`src/rtl/l2_writeback_buffer_pkg.sv`:
```
`default_nettype none
// ============================================================================
// Module   : l2_writeback_buffer_pkg
// Purpose  : Shared types for the L2 write-back buffer. These are the LC-3b
//            word/line types plus the write-back buffer line-address and
//            FSM state types.
// Contents : lc3b_word, lc3b_line, lc3b_wb_laddr, lc3b_wb_state, line_base()
// Revision : 1.0 - initial release
// ============================================================================
package l2_writeback_buffer_pkg;

   typedef logic [15:0]  lc3b_word;
   typedef logic [127:0] lc3b_line;
   typedef logic [11:0]  lc3b_wb_laddr;

   typedef enum logic [1:0] {
      WB_IDLE  = 2'd0,
      WB_DRAIN = 2'd1,
      WB_FETCH = 2'd2,
      WB_DONE  = 2'd3
   } lc3b_wb_state;

   // Byte address of the first byte of a 16-byte line.
   function automatic lc3b_word line_base(input lc3b_wb_laddr laddr);
      return {laddr, 4'b0000};
   endfunction

endpackage
`default_nettype wire

```
`src/rtl/l2_writeback_buffer_cam.sv`:
```
`default_nettype none
// ============================================================================
// Module   : l2_wb_cam
// Purpose  : Combinational DEPTH-way line-address compare across the
//            write-back buffer entries. Entries are kept unique by
//            coalescing, so at most one way can match.
// Ports    : valid_i   - per-entry valid bits
//            laddr_i   - per-entry line addresses
//            key_i     - line address being looked up
//            hit_o     - some valid entry matches key_i
//            hit_idx_o - index of the matching entry (0 when no hit)
// Revision : 1.0 - initial release
// ============================================================================
module l2_wb_cam
   import l2_writeback_buffer_pkg::*;
#(
   parameter int DEPTH = 4,
   localparam int IDX_W = $clog2(DEPTH)
) (
   input  logic [DEPTH-1:0]                valid_i,
   input  lc3b_wb_laddr [DEPTH-1:0]        laddr_i,
   input  lc3b_wb_laddr                    key_i,
   output logic                            hit_o,
   output logic [IDX_W-1:0]                hit_idx_o
);

   logic [DEPTH-1:0] match;

   generate
      for (genvar g = 0; g < DEPTH; g++) begin : g_cmp
         assign match[g] = valid_i[g] && (laddr_i[g] == key_i);
      end
   endgenerate

   always_comb begin
      hit_o     = |match;
      hit_idx_o = '0;
      for (int i = 0; i < DEPTH; i++) begin
         if (match[i]) begin
            hit_idx_o = IDX_W'(i);
         end
      end
   end

endmodule
`default_nettype wire

```
`src/rtl/l2_writeback_buffer.sv`:
```
`default_nettype none
// ============================================================================
// Module   : l2_writeback_buffer
// Purpose  : Coalescing write-back buffer between the L2 cache and DRAM.
//            Accepts L2 evictions in one cycle, serves L2 read misses from
//            buffered lines or DRAM, and drains buffered lines to DRAM in
//            FIFO order whenever the L2 side is quiet.
// Ports    : clk, rst_n                         - clock, async active-low reset
//            l2_pmem_addr/wdata/read/write     - L2 request side (held to resp)
//            l2_pmem_rdata/resp                - L2 response side
//            pmem_addr/wdata/read/write        - DRAM request side (held to resp)
//            pmem_rdata/resp                   - DRAM response side
//            wb_empty                          - no buffered lines
// Revision : 1.0 - initial release
// ============================================================================
module l2_writeback_buffer
   import l2_writeback_buffer_pkg::*;
#(
   parameter int DEPTH = 4
) (
   input  logic         clk,
   input  logic         rst_n,
   input  logic [15:0]  l2_pmem_addr,
   input  logic [127:0] l2_pmem_wdata,
   input  logic         l2_pmem_read,
   input  logic         l2_pmem_write,
   output logic [127:0] l2_pmem_rdata,
   output logic         l2_pmem_resp,
   output logic [15:0]  pmem_addr,
   output logic [127:0] pmem_wdata,
   output logic         pmem_read,
   output logic         pmem_write,
   input  logic [127:0] pmem_rdata,
   input  logic         pmem_resp,
   output logic         wb_empty
);

   localparam int IDX_W = $clog2(DEPTH);
   localparam int CNT_W = IDX_W + 1;

   // ---------------------------------------------------------------- state
   lc3b_wb_state              state_q, state_d;
   logic [IDX_W-1:0]          head_q, head_d;
   logic [IDX_W-1:0]          tail_q, tail_d;
   logic [CNT_W-1:0]          count_q, count_d;
   lc3b_line                  rdata_q, rdata_d;

   logic [DEPTH-1:0]          valid_q;
   lc3b_wb_laddr [DEPTH-1:0]  laddr_q;
   logic [DEPTH-1:0][127:0]   data_q;

   // ------------------------------------------------------------- controls
   logic                      push_en;
   logic                      ovw_en;
   logic                      pop_en;
   logic                      hit;
   logic [IDX_W-1:0]          hit_idx;
   logic                      full;
   lc3b_wb_laddr              req_laddr;

   // Offset bits within a line carry no meaning for a line buffer.
   logic                      unused_addr_lo;
   assign unused_addr_lo = ^l2_pmem_addr[3:0];

   assign req_laddr = l2_pmem_addr[15:4];
   assign full      = (count_q == CNT_W'(DEPTH));
   assign wb_empty  = (count_q == '0);

   assign l2_pmem_resp  = (state_q == WB_DONE);
   assign l2_pmem_rdata = rdata_q;

   l2_wb_cam #(
      .DEPTH     (DEPTH)
   ) u_cam (
      .valid_i   (valid_q),
      .laddr_i   (laddr_q),
      .key_i     (req_laddr),
      .hit_o     (hit),
      .hit_idx_o (hit_idx)
   );

   // ------------------------------------------- next state and DRAM outputs
   // DRAM outputs are decoded from the state register only (plus the held
   // L2 address in FETCH), so an asynchronous reset clears them at once.
   always_comb begin
      state_d    = state_q;
      head_d     = head_q;
      tail_d     = tail_q;
      count_d    = count_q;
      rdata_d    = rdata_q;
      push_en    = 1'b0;
      ovw_en     = 1'b0;
      pop_en     = 1'b0;
      pmem_read  = 1'b0;
      pmem_write = 1'b0;
      pmem_addr  = '0;
      pmem_wdata = '0;

      case (state_q)
         WB_IDLE: begin
            // Priority order matters: a write that hits coalesces even when
            // the buffer is full, and any L2 request beats a background drain.
            if (l2_pmem_write && hit) begin
               ovw_en  = 1'b1;
               state_d = WB_DONE;
            end else if (l2_pmem_write && !full) begin
               push_en = 1'b1;
               tail_d  = tail_q + IDX_W'(1);
               count_d = count_q + CNT_W'(1);
               state_d = WB_DONE;
            end else if (l2_pmem_write) begin
               // Make room; the write is still held and retried in IDLE.
               state_d = WB_DRAIN;
            end else if (l2_pmem_read && hit) begin
               rdata_d = data_q[hit_idx];
               state_d = WB_DONE;
            end else if (l2_pmem_read) begin
               // Safe to bypass buffered writes: the line is not buffered.
               state_d = WB_FETCH;
            end else if (count_q != '0) begin
               state_d = WB_DRAIN;
            end
         end

         WB_DRAIN: begin
            pmem_write = 1'b1;
            pmem_addr  = line_base(laddr_q[head_q]);
            pmem_wdata = data_q[head_q];
            if (pmem_resp) begin
               pop_en  = 1'b1;
               head_d  = head_q + IDX_W'(1);
               count_d = count_q - CNT_W'(1);
               state_d = WB_IDLE;
            end
         end

         WB_FETCH: begin
            pmem_read = 1'b1;
            pmem_addr = line_base(req_laddr);
            if (pmem_resp) begin
               rdata_d = pmem_rdata;
               state_d = WB_DONE;
            end
         end

         WB_DONE: begin
            state_d = WB_IDLE;
         end

         default: begin
            state_d = WB_IDLE;
         end
      endcase
   end

   // ------------------------------------------------------ state registers
   always_ff @(posedge clk or negedge rst_n) begin
      if (!rst_n) begin
         state_q <= WB_IDLE;
         head_q  <= '0;
         tail_q  <= '0;
         count_q <= '0;
         rdata_q <= '0;
      end else begin
         state_q <= state_d;
         head_q  <= head_d;
         tail_q  <= tail_d;
         count_q <= count_d;
         rdata_q <= rdata_d;
      end
   end

   // ------------------------------------------------------- entry storage
   // push, overwrite and pop come from mutually exclusive FSM branches.
   always_ff @(posedge clk or negedge rst_n) begin
      if (!rst_n) begin
         valid_q <= '0;
         laddr_q <= '0;
         data_q  <= '0;
      end else begin
         if (push_en) begin
            valid_q[tail_q] <= 1'b1;
            laddr_q[tail_q] <= req_laddr;
            data_q[tail_q]  <= l2_pmem_wdata;
         end
         if (ovw_en) begin
            data_q[hit_idx] <= l2_pmem_wdata;
         end
         if (pop_en) begin
            valid_q[head_q] <= 1'b0;
         end
      end
   end

endmodule
`default_nettype wire

```
`config.mk`:
```
export PLATFORM = sky130hd
export DESIGN_NAME = l2_writeback_buffer
export DESIGN_NICKNAME = d
export VERILOG_FILES = /design/src/rtl/l2_writeback_buffer_pkg.sv /design/src/rtl/l2_writeback_buffer_cam.sv /design/src/rtl/l2_writeback_buffer.sv
export SDC_FILE = /design/constraint.sdc
export NUM_CORES = 1
export LEC_CHECK = 0
export CAP_MARGIN = 20
export CORE_ASPECT_RATIO = 0.8
export CORE_MARGIN = 2
export CORE_UTILIZATION = 50
export DETAILED_ROUTE_END_ITERATION = 16
export HOLD_SLACK_MARGIN = 0.03
export PLACE_DENSITY = 0.87
export SLEW_MARGIN = 25
export SYNTH_ARGS = -nofsm -noshare
export SYNTH_HDL_FRONTEND = slang
export SYNTH_SLANG_ARGS = --single-unit
```
`constraint.sdc`:
```
create_clock -name clk -period 4.21 [get_ports clk]
set_input_delay 0.842 -clock clk [delete_from_list [all_inputs] [get_ports clk]]
set_output_delay 0.842 -clock clk [all_outputs]
set_load 0.01 [all_outputs]
```
# == Word-level counts from Yosys, hierarchy flattened ==
# Index checks and enable logic that the tools add are counted.
# word_totals
reg_bits,701
in_bits,277
output_inout_bits,276
word_cells,122
# classes
addsub,4
magnitude_cmp,6
eq_ne,16
muxes,56
n_bitwise,4
reduce_logical,22
# ops
cell,n
two-way mux 128 bit,10
bitwise mux 512 bit,2
two-way mux 512 bit,2
binary-select mux 128 bit (select 2 bit),2
demux 128 bit (select 2 bit),2
case mux 128 bit (2 select lines),1
bitwise mux 48 bit,1
== test 12 bit,4
case mux 16 bit (2 select lines),1
binary-select mux 12 bit (select 2 bit),1
demux 12 bit (select 2 bit),1
two-way mux 12 bit,2
two-way mux 2 bit,10
"inequality test 2 bit, second input constant",7
two-way mux 1 bit,12
logical AND 1 bit,10
"< comparator 2 x 3 -> 1 bit, second input constant",3
two-way mux 3 bit,3
two-way mux 4 bit,2
case mux 2 bit (4 select lines),1
"inequality test 7 bit, second input constant",1
">= comparator 2 x 1 -> 1 bit, second input constant",3
case mux 3 bit (2 select lines),1
AND reduction 3 bit,2
20 further kinds,24

# == Longest topological paths before layout ==
# Gate-level depths: netlist of the first run.
# logic_depth
depth_word,12
ltp_mapped,11
mapped_depth_nobuf,8

# == Cells and area by module ==
# From an unflattened synthesis of the first run, not the netlist that was laid out.
# unflattened
hier_cells,2689
hier_area_um2,35665.5
# modules_own_cells
module,instances,cells_each,area_each_um2,seq_area_each_um2
l2_writeback_buffer,1,2614,35049.9,17541.8
l2_wb_cam,1,75,615.6,0.0

# == Worst setup path after synthesis of the first run ==
# Ideal clock, no wire load.
# synth_timing
path_kind,flip-flop to output port
startpoint,register head_q[1]
endpoint,output pmem_wdata[118]
arrival_time_ns,2.404
required_ns,3.368
path_slack_ns,0.964
path_stages_with_launch,7
path_buffers,4
cell_sequence,dfrtp_1 > clkbuf_1 > buf_1 > clkbuf_1 > clkbuf_1 > mux4_2 > and2_1
# synth_via
elab_chain_len,3
# synth_lines
item,line,text
from (decl),l2_writeback_buffer.sv:43,"logic [IDX_W-1:0] head_q, head_d;"
from (signal assigned),l2_writeback_buffer.sv:160,head_q <= '0;
from (signal assigned),l2_writeback_buffer.sv:166,head_q <= head_d;
binary-select mux 128 bit (select 2 bit),l2_writeback_buffer.sv:128,pmem_wdata = data_q[head_q];
two-way mux 128 bit (implied by the code),l2_writeback_buffer.sv:128,
two-way mux 128 bit,l2_writeback_buffer.sv:99,case (state_q)
to (decl),l2_writeback_buffer.sv:30,"output logic [127:0] pmem_wdata,"
# Every way passes these cells. The select of a mux whose other input is x is not followed.

# == Worst setup path in the final report of the first run ==
# layout_timing
startpoint,register head_q[0]
endpoint,output pmem_wdata[19]
# The elaborated chain is that of the path after synthesis.

==> results of run 1 <==
==> Yosys cell counts, drive strengths merged, types with 3 or more instances <==
master | count | share of area (%)
o21ai | 6 | 0.083
mux2i | 3 | 0.083
mux2 | 816 | 25
dfrtp | 701 | 49
nor4 | 5 | 0.16
nand3 | 5 | 0.069
clkbuf | 112 | 1.2
nor3 | 4 | 0.069
a221oi | 128 | 3.1
buf | 116 | 1.7
inv | 11 | 0.11
nand4 | 8 | 0.14
and2 | 129 | 2.2
a21oi | 134 | 1.9
a22oi | 16 | 0.33
nor2b | 142 | 2.5
ha | 12 | 0.42
mux4 | 140 | 8.7
nand2 | 141 | 1.5
xnor2 | 51 | 1.2
nor2 | 8 | 0.083
==> cell families after synthesis <==
group	after synthesis
fa+ha+maj	13
other cells	1
simple gates	446
flops	701
compound gates	289
mux	959
buf+inv	239
xor+xnor	52
==> metrics by stage <==
step	util, %	instances	power (mW)	cell area (um2)
2_1_floorplan	-	2703	23.0	36100
5_1_grt	63.8	4223	38.4	45800
4_1_cts	63.8	4216	36.6	45800
6_report	63.8	4224	36.5	45800
3_3_place_gp	60.3	4087	28.9	43300
3_5_place_dp	60.3	4087	29.5	43300
==> registers in the layout, summed over array words and instances, names as in the netlist <==
signal / flops
valid_q: 4
data_q: 512
l2_pmem_rdata: 128
head_q: 2
state_q: 2
laddr_q: 48
count_q: 3
tail_q: 2
==> final cells by class <==
cell class,count,area share (%)
clock inverters,29,0.877
repair buffers,667,15.2
well taps,945,2.58
multi-input cells,1763,38.3
inverters,11,0.0901
flip-flops and latches,701,38.3
clock buffers,100,4.65
diodes,8,0.0437
==> per-layer routing <==
layer / part of all wire, % / GRT usage, % / up-vias / wire length, um
met4: 4.4 / 12.4 / 2 / 4610
met2: 48 / 45.0 / 1187 / 50000
met5: 0.013 / 0 / - / 13
li1: - / - / 11000 / -
met3: 7.3 / 5.69 / 268 / 7600
met1: 40 / 36.2 / 13400 / 41600
==> power groups by stage <==
stage	registers, mW	clock network, mW	logic, mW
global placement	12.4	0	16.5
global route	13.1	7.19	18.1
finish	12.7	6.82	17.0
CTS	12.6	6.90	17.1
detailed placement	12.7	0	16.9
floorplan	12.1	0	10.9
==> how the worst max path moves through the flow <==
| stage | endpoint | cells past startpoint |
|---|---|---|
| finish | pmem_wdata[19] | 5 |
| global route | pmem_wdata[89] | 5 |
| CTS | pmem_wdata[42] | 5 |
| detailed placement | l2_pmem_rdata[14] | 10 |
| global placement | l2_pmem_rdata[14] | 10 |
| floorplan | pmem_wdata[118] | 6 |
==> flow_metrics.env, run 1 <==
export IMPL_status="finished, final reports clean"
export IMPL_tritoncts="yes"
export IMPL_ant_nets=0
export IMPL_drt_initial_drc_count=1986
export IMPL_cp_max_fo=20
export IMPL_worstSetupPathType="reg -> out"
export IMPL_grt_use_total_pct=27.7
export IMPL_start_kind="flop"
export IMPL_viasPerCell=6.12
export IMPL_crit_slowest_cell="mux4_2"
export IMPL_slew_headroom_pct=31.6
export IMPL_dr_pass1_iters=5
export IMPL_arrival_ns=2.99
export IMPL_cts_sinks=701
export IMPL_multiInputGateArea_um2=17500
export IMPL_drv_slew=0
export IMPL_grt_first_pass_wirelength_um=161000
export IMPL_setup_viol=0
export IMPL_worstReg2RegStart="laddr_q[31]"
export IMPL_dpl_hpwl_um=67300
export IMPL_critPathLaunch="head_q[0]"
export IMPL_power_internal_mw=24.2
export IMPL_p_per_area_nw_per_um2=797
export IMPL_clk_pin_slew_worst_paths_ns=0.06
export IMPL_num_vias=25800
export IMPL_synth_xor_area_share_pct=1.26
export IMPL_synth_compound_area_share_pct=5.50
export IMPL_htreeDepth=3
export IMPL_reg2reg_depth=9
export IMPL_cap_violations=0
export IMPL_die_y_um=244
export IMPL_place_congestion=0.822
export IMPL_reg2reg_slack_ns=1.09
export IMPL_overflow=0
export IMPL_nNetsFinal=3506
export IMPL_pin_count=553
export IMPL_fmax_mhz=261
export IMPL_initial_core_util_pct=50.2
export IMPL_vdd_ir_drop_max_uv=431
export IMPL_cts_max_path_buffers=3
export IMPL_synth_top_family_by_area="multiplexers"
export IMPL_tightest_slew_ns=1.02
export IMPL_fin_ws_ns=0.374
export IMPL_critPathCaptureType="output port"
export IMPL_reg2reg_to="data_q[192]"
export IMPL_ys_types=39
export IMPL_p_leak_nw=19.0
export IMPL_fin_crit_ns=3.84
export IMPL_cts_setup_buffers=0
export IMPL_synth_edf_count=0
export IMPL_clock_skew_ns=0.0334
export IMPL_path_cells="buf_12 -> buf_4 -> mux4_2 -> and2_1 -> clkdlybuf4s50_1"
export IMPL_critPathMaxStageDelay_ns=0.56
export IMPL_wl_um=104000
export IMPL_final_common_cell="mux2_2"
export IMPL_synth_seq_cells=701
export IMPL_critPathTopFamily="buffers and inverters"
export IMPL_path_buf_inv=3
export IMPL_drive_gt1_share_pct=37.2
export IMPL_swShare_pct=33.7
export IMPL_portBuffers=544
export IMPL_grt_max_degree=122
export IMPL_ys_async_sr_fraction_pct=100
export IMPL_dieArea_um2=74300
export IMPL_synthAdderAreaFrac_pct=0.472
export IMPL_synthesis_area_um2=36100
export IMPL_p_comb_share_pct=46.6
export IMPL_muxShareOfSynthArea_pct=34.3
export IMPL_syn_instance_count=2700
export IMPL_clk_latency_ns=0.61
export IMPL_drc=0
export IMPL_ys_warn_count=0
export IMPL_post_place_ws_ns=0.0480
export IMPL_wire_per_inst_um=24.6
export IMPL_coreArea_um2=71800
export IMPL_power_switching_mw=12.3
export IMPL_register_area_um2=17500
export IMPL_rsz0062_at_grt="no"
export IMPL_whs_ns=0.258
export IMPL_synthFlopType="dfrtp_1"
export IMPL_critPathRequiredTime_ns=3.37
export IMPL_min_delay_path_class="in -> async"
export IMPL_syn2layout_area_growth_pct=27.0
export IMPL_power_share_clock_pct=18.7
export IMPL_period_share_pct=91.1
export IMPL_grt_pass1_vias=27100
export IMPL_chipWidth_um=304
export IMPL_cts_buffers=72
export IMPL_pwr_share_seq_pct=34.8
export IMPL_ys_seq_area_share_pct=48.6
export IMPL_fin_setup_tns_ns=0
export IMPL_hold_violations=0
export IMPL_synthSimpleGateAreaFrac_pct=6.78
export IMPL_hold_buffers=0
export IMPL_antenna_found_initial=9
export IMPL_final_cell_mix="816 x mux2_2, 699 x dfrtp_1, 543 x clkdlybuf4s50_1"
export IMPL_fillers=5083
export IMPL_cts_resized=0
export IMPL_root_buffer="clkbuf_16"
export IMPL_rows=88
export IMPL_syn_avg_cell_area_um2=13.4
(Power assumes the default switching activity.)
==> run 2, diff against run 1 <==
Settings changed: CTS_CLUSTER_SIZE set to 20.
==> run 2 against run 1 <==
Sequential share of layout area unchanged. Cell count is the same. Largest cell class unchanged. Total power barely moved. Count of clock-buffer cells in the layout unchanged. Die area unchanged. Setup slack better by 0.0016 ns. Critical path depth did not move. Critical endpoint unchanged.
==> flow_metrics.env, run 2 (same netlist as run 1, synthesis figures left out) <==
export IMPL_drc=0
export IMPL_power_mw=36.5
export IMPL_pin_count=553
export IMPL_syn2layout_area_growth_pct=27.0
export IMPL_drive_gt1_share_pct=37.2
export IMPL_status="finished, final reports clean"
export IMPL_grt_first_pass_wirelength_um=161000
export IMPL_p_per_area_nw_per_um2=797
export IMPL_whs_ns=0.255
export IMPL_clk_pin_slew_worst_paths_ns=0.06
export IMPL_cts_sinks=701
export IMPL_cts_buffers=72
export IMPL_drv_slew=0
export IMPL_worstSetupPathType="reg -> out"
export IMPL_vdd_ir_drop_max_uv=431
export IMPL_largest_reg_flops=512
export IMPL_dieArea_um2=74300
export IMPL_grt_pass1_vias=27100
export IMPL_tightest_slew_ns=1.02
export IMPL_root_buffer="clkbuf_16"
export IMPL_cp_max_fo=20
export IMPL_place_congestion=0.822
export IMPL_portBuffers=544
export IMPL_cts_setup_buffers=0
export IMPL_min_delay_path_class="in -> async"
export IMPL_slew_headroom_pct=31.8
export IMPL_antenna_found_initial=9
export IMPL_top_register="data_q"
export IMPL_period_share_pct=91.1
export IMPL_drt_initial_drc_count=2082
export IMPL_arrival_ns=2.99
export IMPL_fin_crit_ns=3.83
export IMPL_setup_viol=0
export IMPL_rsz0062_at_grt="no"
export IMPL_clk_latency_ns=0.61
export IMPL_grt_use_total_pct=27.7
export IMPL_viasPerCell=6.10
export IMPL_start_kind="flop"
export IMPL_final_common_cell="mux2_2"
export IMPL_hold_buffers=0
export IMPL_initial_core_util_pct=50.2
export IMPL_die_y_um=244
export IMPL_dpl_hpwl_um=67300
export IMPL_dr_pass1_iters=7
export IMPL_rows=88
export IMPL_nNetsFinal=3506
export IMPL_grt_max_degree=122
export IMPL_cts_max_path_buffers=3
export IMPL_place_area_um2=43300
export IMPL_hold_violations=0
export IMPL_fillers=5083
export IMPL_fmax_mhz=261
export IMPL_clock_skew_ns=0.0338
export IMPL_chipWidth_um=304
export IMPL_overflow=0
export IMPL_cap_violations=0
export IMPL_htreeDepth=3
export IMPL_cts_resized=0
export IMPL_p_leak_nw=19.0
export IMPL_post_route_util_pct=63.8
export IMPL_critPathRequiredTime_ns=3.37
export IMPL_num_vias=25800
export IMPL_coreArea_um2=71800
export IMPL_tritoncts="yes"
export IMPL_wire_per_inst_um=24.6
export IMPL_final_cell_mix="816 x mux2_2, 699 x dfrtp_1, 543 x clkdlybuf4s50_1"
export IMPL_fin_setup_tns_ns=0
export IMPL_ant_nets=0
export IMPL_wl_um=104000
export IMPL_final_cell_area_um2=45800
export IMPL_critPathCaptureType="output port"
==> run 2: cell counts in the layout (fill, tap and decap cells not counted) <==
No cell type changed its count.
==> run 2: through the flow <==
step	setup slack, ns	cells
global route	0.238	4223
finish	0.375	4224
global placement	0.0700	4087
detailed placement	0.0480	4087
floorplan	0.964	2703
CTS	0.303	4216
==> run 2: final timing paths <==
| check | start | end | slack (ns) | cells past startpoint |
|---|---|---|---|---|
| max reg2reg | laddr_q[31] | data_q[192] | 1.08 | 9 |
| max | head_q[0] | pmem_wdata[19] | 0.38 | 5 |
| max in group asynchronous | rst_n | data_q[500] | 2.93 | 2 |
| min in group clk | count_q[2] | count_q[2] | 0.50 | 1 |
| min reg2reg | count_q[2] | count_q[2] | 0.50 | 1 |
| min | rst_n | data_q[182] | 0.26 | 1 |
==> run 2: area by class of cell <==
class	count	area [um2]	share of cell area, %
antenna	8	20.0	0.0437
tap	945	1180	2.58
sequential	701	17500	38.3
inverter	11	41.3	0.0901
multi-input combinational	1763	17500	38.3
clock inverter	29	402	0.877
timing repair buffer	667	6950	15.2
clock buffer	100	2130	4.65
==> run 2: layer usage <==
layer	part of all wire, %	track usage (%)
met1	40	36.2
met2	48	45.0
met3	7.4	5.69
met4	4.4	12.4
met5	0.013	0
==> run 2: power breakdown <==
group          internal, mW  switching (mW)  total (mW)
combinational          10.1            6.95        17.0
clock                  4.00            2.81        6.82
sequential             10.2            2.54        12.7
total                  24.2            12.3        36.5
==> run 2: critical path: stages (launching register included) <==
cell	delay, ns
dfrtp_4	0.52
buf_12	0.22
buf_4	0.36
mux4_2	0.56
and2_1	0.18
clkdlybuf4s50_1	0.54
